File: src/rtl/core_flit_serializer_if.sv
// Bundle of Core channel handshakes and the router FIFO write port seen by the serializer.
interface core_flit_serializer_if #(
    parameter int NCH    = 2,
    parameter int IN_W   = 32,
    parameter int FLIT_W = 10
);
    logic [NCH*IN_W-1:0] in_d;
    logic [NCH-1:0]      in_v;
    logic [NCH-1:0]      in_a;
    logic                is_full;
    logic [FLIT_W:0]     data_out;
    logic                wrreq;

    modport master (
        output in_d,
        output in_v,
        output is_full,
        input  in_a,
        input  data_out,
        input  wrreq
    );

    modport slave (
        input  in_d,
        input  in_v,
        input  is_full,
        output in_a,
        output data_out,
        output wrreq
    );
endinterface

File: src/rtl/core_flit_serializer.sv
// Round-robin multi-channel word-to-flit serializer; same-route words from one channel
// share a single header, up to MAX_BURST words per header.
module core_flit_serializer #(
    parameter int NROUTE    = 5,
    parameter int NCODE     = 7,
    parameter int NDATA     = 20,
    parameter int FLIT_W    = 10,
    parameter int NCH       = 2,
    parameter int MAX_BURST = 16
) (
    input  logic                 clk,
    input  logic                 reset,
    core_flit_serializer_if.slave bus
);
    localparam int NWORD = NCODE + NDATA;
    localparam int NFLIT = (NWORD + FLIT_W - 1) / FLIT_W;
    localparam int IN_W  = NROUTE + NWORD;
    localparam int PAD_W = NFLIT * FLIT_W;
    localparam int CH_W  = (NCH > 1) ? $clog2(NCH) : 1;
    localparam int K_W   = (NFLIT > 1) ? $clog2(NFLIT) : 1;
    localparam int BC_W  = $clog2(MAX_BURST + 1);

    localparam logic [K_W-1:0]  K_TOP     = K_W'(NFLIT - 1);
    localparam logic [CH_W-1:0] CH_LAST   = CH_W'(NCH - 1);
    localparam logic [BC_W-1:0] BURST_MAX = BC_W'(MAX_BURST);

    typedef enum logic [1:0] {
        S_IDLE,
        S_HDR,
        S_DAT
    } state_t;

    state_t            state, state_nxt;
    logic [K_W-1:0]    k_r, k_nxt;
    logic [CH_W-1:0]   rr_ptr, rr_nxt;
    logic [BC_W-1:0]   burst_cnt, burst_nxt;
    logic [NROUTE-1:0] route_r, route_nxt;
    logic [NWORD-1:0]  word_r, word_nxt;
    logic [CH_W-1:0]   ch_r, ch_nxt;

    logic [NROUTE-1:0] ch_route [NCH];
    logic [NWORD-1:0]  ch_word  [NCH];

    logic              any_v;
    logic              merge_ok;
    logic              tail;
    logic              take;
    logic [CH_W-1:0]   take_ch;
    logic [CH_W-1:0]   grant;
    logic [CH_W-1:0]   grant_next;
    logic [FLIT_W-1:0] hdr_body;
    logic [FLIT_W-1:0] dat_body;
    logic [PAD_W-1:0]  word_pad;

    for (genvar i = 0; i < NCH; i++) begin : g_ch
        assign ch_word[i]  = bus.in_d[i*IN_W +: NWORD];
        assign ch_route[i] = bus.in_d[i*IN_W + NWORD +: NROUTE];
    end

    function automatic logic [CH_W-1:0] wrap_idx(input logic [CH_W-1:0] base, input int off);
        logic [CH_W:0] sum;
        sum = {1'b0, base} + (CH_W+1)'(off);
        if (sum >= (CH_W+1)'(NCH)) sum = sum - (CH_W+1)'(NCH);
        return sum[CH_W-1:0];
    endfunction

    // Scan from the farthest offset down so the nearest valid channel after rr_ptr wins.
    always_comb begin
        grant = '0;
        for (int off = NCH - 1; off >= 0; off--) begin
            if (bus.in_v[wrap_idx(rr_ptr, off)]) grant = wrap_idx(rr_ptr, off);
        end
    end

    assign any_v      = |bus.in_v;
    assign grant_next = (grant == CH_LAST) ? '0 : grant + CH_W'(1);

    always_comb begin
        hdr_body = FLIT_W'(route_r);
        if (&route_r) hdr_body = FLIT_W'(1) << (FLIT_W - 1);
    end

    assign word_pad = PAD_W'(word_r);
    assign dat_body = word_pad[k_r*FLIT_W +: FLIT_W];

    assign merge_ok = bus.in_v[ch_r] && (ch_route[ch_r] == route_r) && (burst_cnt < BURST_MAX);
    assign tail     = (k_r == '0) && !merge_ok;

    always_ff @(posedge clk) begin
        if (!reset) begin
            state     <= S_IDLE;
            k_r       <= '0;
            rr_ptr    <= '0;
            burst_cnt <= '0;
            route_r   <= '0;
            word_r    <= '0;
            ch_r      <= '0;
        end else begin
            state     <= state_nxt;
            k_r       <= k_nxt;
            rr_ptr    <= rr_nxt;
            burst_cnt <= burst_nxt;
            route_r   <= route_nxt;
            word_r    <= word_nxt;
            ch_r      <= ch_nxt;
        end
    end

    // Every word capture, whether a merge or a fresh grant, funnels through take/take_ch.
    always_comb begin
        state_nxt    = state;
        k_nxt        = k_r;
        rr_nxt       = rr_ptr;
        burst_nxt    = burst_cnt;
        route_nxt    = route_r;
        word_nxt     = word_r;
        ch_nxt       = ch_r;
        take         = 1'b0;
        take_ch      = grant;
        bus.in_a     = '0;
        bus.wrreq    = 1'b0;
        bus.data_out = '0;

        case (state)
            S_IDLE: begin
                if (any_v && !bus.is_full) begin
                    take      = 1'b1;
                    take_ch   = grant;
                    rr_nxt    = grant_next;
                    state_nxt = S_HDR;
                end
            end
            S_HDR: begin
                bus.data_out = {1'b0, hdr_body};
                bus.wrreq    = !bus.is_full;
                if (!bus.is_full) begin
                    burst_nxt = BC_W'(1);
                    k_nxt     = K_TOP;
                    state_nxt = S_DAT;
                end
            end
            S_DAT: begin
                bus.data_out = {tail, dat_body};
                bus.wrreq    = !bus.is_full;
                if (!bus.is_full) begin
                    if (k_r != '0) begin
                        k_nxt = k_r - K_W'(1);
                    end else if (merge_ok) begin
                        take      = 1'b1;
                        take_ch   = ch_r;
                        burst_nxt = burst_cnt + BC_W'(1);
                        k_nxt     = K_TOP;
                    end else if (any_v) begin
                        take      = 1'b1;
                        take_ch   = grant;
                        rr_nxt    = grant_next;
                        state_nxt = S_HDR;
                    end else begin
                        state_nxt = S_IDLE;
                    end
                end
            end
            default: state_nxt = S_IDLE;
        endcase

        if (take) begin
            bus.in_a[take_ch] = 1'b1;
            route_nxt         = ch_route[take_ch];
            word_nxt          = ch_word[take_ch];
            ch_nxt            = take_ch;
        end
    end
endmodule

File: src/flat_wrapper.sv
// flat-port wrapper written by rule: the top's interface ports become plain ports
module core_flit_serializer_flat 
#(
    parameter int NROUTE    = 5,
    parameter int NCODE     = 7,
    parameter int NDATA     = 20,
    parameter int FLIT_W    = 10,
    parameter int NCH       = 2,
    parameter int MAX_BURST = 16
)
  (clk, reset, bus_in_d, bus_in_v, bus_is_full, bus_in_a, bus_data_out, bus_wrreq);
  core_flit_serializer_if #(.NCH(NCH), .IN_W((NROUTE + (NCODE + NDATA))), .FLIT_W(FLIT_W)) bus_i ();
  input  logic clk;
  input  logic reset;
  input wire logic [$bits(bus_i.in_d)-1:0] bus_in_d;
  input wire logic [$bits(bus_i.in_v)-1:0] bus_in_v;
  input wire logic [$bits(bus_i.is_full)-1:0] bus_is_full;
  output wire logic [$bits(bus_i.in_a)-1:0] bus_in_a;
  output wire logic [$bits(bus_i.data_out)-1:0] bus_data_out;
  output wire logic [$bits(bus_i.wrreq)-1:0] bus_wrreq;
  assign bus_i.in_d = bus_in_d;
  assign bus_i.in_v = bus_in_v;
  assign bus_i.is_full = bus_is_full;
  assign bus_in_a = bus_i.in_a;
  assign bus_data_out = bus_i.data_out;
  assign bus_wrreq = bus_i.wrreq;
  core_flit_serializer #(.NROUTE(NROUTE), .NCODE(NCODE), .NDATA(NDATA), .FLIT_W(FLIT_W), .NCH(NCH), .MAX_BURST(MAX_BURST)) u_core (.clk(clk), .reset(reset), .bus(bus_i));
endmodule
File: config.mk
export PLATFORM = sky130hd
export DESIGN_NAME = core_flit_serializer_flat
export DESIGN_NICKNAME = d
export VERILOG_FILES = /design/src/rtl/core_flit_serializer_if.sv /design/src/rtl/core_flit_serializer.sv /design/src/flat_wrapper.sv
export SDC_FILE = /design/constraint.sdc
export NUM_CORES = 1
export LEC_CHECK = 0
export CORE_MARGIN = 2
export CORE_UTILIZATION = 49
export CTS_CLUSTER_DIAMETER = 80
export DETAILED_ROUTE_END_ITERATION = 12
export GPL_TIMING_DRIVEN = 1
export PLACE_DENSITY = 0.9
export SLEW_MARGIN = 10
export SYNTH_ARGS = -nofsm -noshare
export SYNTH_HDL_FRONTEND = slang
export SYNTH_SLANG_ARGS = --single-unit
File: constraint.sdc
create_clock -name clk -period 4.4 [get_ports clk]
set_clock_uncertainty 0.15 [all_clocks]
set_input_delay 0.88 -clock clk [delete_from_list [all_inputs] [get_ports clk]]
set_output_delay 0.88 -clock clk [all_outputs]
set_load 0.005 [all_outputs]
==> summary.txt <==
Status
  – Outcome: completed

CTS
  – Num CTS Buffers: 5
  – Hold buffers post-CTS: 0
  – # resized after CTS: 0
  – Max H-tree Level: 2
  – Reg clk slew, reported paths: 0.08 ns
  – Post-CTS setup buffer count: 0
  – Clk_lat worst skew: 0.29 ns
  – Clock Path Buffers: 2
  – Clock sink count: 43
  – CTS tree: built
  – CTS root buffer: clkbuf_8

Drt
  – Routed len/inst: 20.0 µm
  – DRC viols: 0
  – Routed Antenna Nets: 0
  – Initial drt markers: 312
  – First drt pass iteration count: 7
  – WL final: between 9000 and 10000 µm
  – Drt via density: 6.92
  – Via count: 3211

Worst setup path
  – R2R Path End: u_core.word_r[5]
  – R2r worst-path depth: 9
  – CP Max Fanout: 4
  – CP Capture Type: output pin
  – CP Launch Type: primary input
  – Critical R2R Launch: u_core.k_r[0]
  – Critical path arrival: 3.07 ns
  – Launch point of the critical path: bus_in_d[59]
  – Register-to-Register Setup Slack: around 1.0 ns
  – Critical path class: primary input to output pin
  – CP required: 3.37 ns

Global route
  – Initial antenna violation count: 0
  – Global-route wire length before repair: 15000 µm
  – Largest net degree at the start of global routing: 68
  – Number of global-route vias before repair: about 3100
  – GRT Total Usage: ~26%
  – Global route overflow: 0

STA
  – Final setup viols: 0
  – Hold_ws: 0.327 ns
  – Worst slew pin tran: 1.09 ns
  – Fin. Hold Viols: 0
  – Slew margin rel.: between 20% and 30%
  – Unrepaired setup endpoints after global routing: no
  – Period utilisation layout: 93.3%
  – Sum Neg Setup Slack: 0 ns
  – Final worst path period need: 4.10 ns
  – Max-slew violations: 0
  – Max Freq: approximately 240 MHz

Logic synthesis
  – Synth Area in XOR/XNOR: 1.15%
  – Post-synthesis simple-gate area fraction: between 10% and 20%
  – Mean area per synthesized cell: 9.28 µm²
  – Mux share of post-synthesis cell area: 7.01%
  – Commonest cells post-synth: 61 x a221o_1, 43 x dfxtp_1, 32 x a32o_1, 22 x nand2_1, 22 x nor2_1
  – Most frequent cell after synthesis: a221o_1
  – Area contributors post-synth: dfxtp_1 28%, a221o_1 20%, a32o_1 10%
  – Seq/Total Area, Yosys: 28.2%
  – Post-synth top area share: 28.2%
  – Largest family of logic cells by synthesized area: compound AO/OA/AOI/OAI gates
  – Post-Syn Instances: 329
  – Register bit total from synthesis: 43
  – Synth Area in Compound Gates: about 40%
  – Top_reg_cell synth: dfxtp_1
  – Number of enable flip-flop cells after synthesis: 0
  – Async SR Flop Fraction: 0%
  – Leading area contributor after synthesis: dfxtp_1
  – Post-Syn Area: 3050 µm²
  – Post-Synth Adder-Cell Area: 2.87%
  – Ys Warns: 0
  – Yosys cell types: 47
  – Net count after synthesis: 405

Final layout
  – Fill count: 495
  – Nets: ~460
  – N_diodes: 0
  – Storage cell area: 861 µm²
  – Share of cells above drive strength 1: 7.20%
  – Utilization after layout: 66.0%
  – Layout area overhead: 28.8%
  – Multi-input gate area: 1930 µm²

Power
  – VDD IR max: around 0.21 mV
  – Power density over cell area: 397 nW/µm²
  – Tot Pwr: 1.56 mW
  – Pleak: 1.39 nW

Place
  – Routability-driven placement congestion ratio: 0.890
  – DP Wirelength: approximately 6300 µm
  – Port Buf Inserts: 82

Floorplanning
  – Die area: 6880 µm²
  – Core Box Area: 5960 µm²
  – I/O Pins: 83
  – Die Wd: around 83 µm
  – Die span in y: 82.9 µm
  – Core Rows: 28
  – Starting Density: about half

Hold path
  – Worst hold path startpoint: u_core.rr_ptr
  – Hold Path Sink: u_core.rr_ptr
  – HP Class: flop to flop
  – Worst Hold Depth: 2

Flow run
  – Max-Cap Viols: 0
## layout by cell type (no fill, tap or decap), types with 2 or more instances in the layout
cell type / Yosys / routed
nor3b_1: 2 / 2
ha_1: 7 / 7
nor3_4: 2 / 2
o21ai_0: 9 / 9
buf_4: 3 / 8
nand3_1: 7 / 7
and4_1: 2 / 2
clkdlybuf4s50_1: 0 / 82
nor2b_1: 3 / 3
o221a_2: 2 / 2
nor3_1: 4 / 4
nand2_1: 22 / 22
o21a_1: 2 / 2
a21oi_1: 11 / 11
a221o_1: 61 / 61
clkbuf_8: 0 / 5
nor2_1: 22 / 20
or3_1: 4 / 3
inv_1: 8 / 8
xnor2_1: 4 / 4
a32o_1: 32 / 32
a221o_2: 3 / 3
a31oi_1: 4 / 4
nand4_1: 2 / 2
nor2_2: 0 / 2
dfxtp_1: 43 / 43
mux2i_1: 20 / 20
bufinv_16: 0 / 2
## power by group
group	switching, mW	internal (mW)	total (mW)	leakage (nW)
Clock	0.139	0.227	0.366	0.0654
Combinational	0.341	0.306	0.647	0.968
Sequential	0.0854	0.463	0.549	0.352
Total	0.566	0.997	1.56	1.39
## metrics by stage
step	worst slack (ns)	area, µm²	cells
final	0.296	3930	464
after global placement	0.303	3800	456
after CTS	0.290	3930	464
after global routing	0.138	3930	464
after floorplan	1.03	3050	329
after detailed placement	0.293	3800	456
## cell type report
class | instances | area share [%]
repair buffers | 90 | 22.4
clock inverters | 2 | 1.53
well taps | 75 | 2.39
inverters | 8 | 0.764
flip-flops and latches | 43 | 21.9
clock buffers | 6 | 1.85
multi-input cells | 240 | 49.2
## state kept, by name (all words and copies together), names as in the netlist
register / count
u_core.burst_cnt: 5
u_core.ch_r: 1
u_core.k_r: 2
u_core.route_r: 5
u_core.rr_ptr: 1
u_core.state: 2
u_core.word_r: 27
## worst max-delay path by stage
stage          depth (start not counted)  slack, ns          end
2_1_floorplan                         12       1.03  bus_in_a[1]
3_3_place_gp                           8       0.30  bus_in_a[1]
3_5_place_dp                           8       0.29  bus_in_a[1]
4_1_cts                                8       0.29  bus_in_a[1]
5_1_grt                                8       0.14  bus_in_a[0]
6_report                               8       0.30  bus_in_a[1]
## layer usage
layer | global-route usage [%] | vias to the layer above | part of all wire (%)
met4 | 6.11 | 0 | 1.2
li1 | - | 1468 | -
met3 | 4.08 | 14 | 8.4
met2 | 43.5 | 177 | 49
met1 | 35.2 | 1552 | 42
met5 | 0 | - | 0
## critical path, cell delays in order
cell	delay (ns)
clkdlybuf4s50_1	0.50
mux2i_1	0.11
a211o_1	0.38
nor3_4	0.29
nand4_4	0.13
nor2_1	0.16
o21a_1	0.12
clkdlybuf4s50_1	0.49
## cells by family after synthesis
kind of cell | after synthesis
XOR/XNOR | 4
AO/OA/AOI/OAI | 132
multiplexers | 21
AND/OR/NAND/NOR | 76
flip-flops | 43
adder cells (fa/ha/maj) | 7
buffers and inverters | 46
Note: power is estimated with default switching activity, not from simulation.
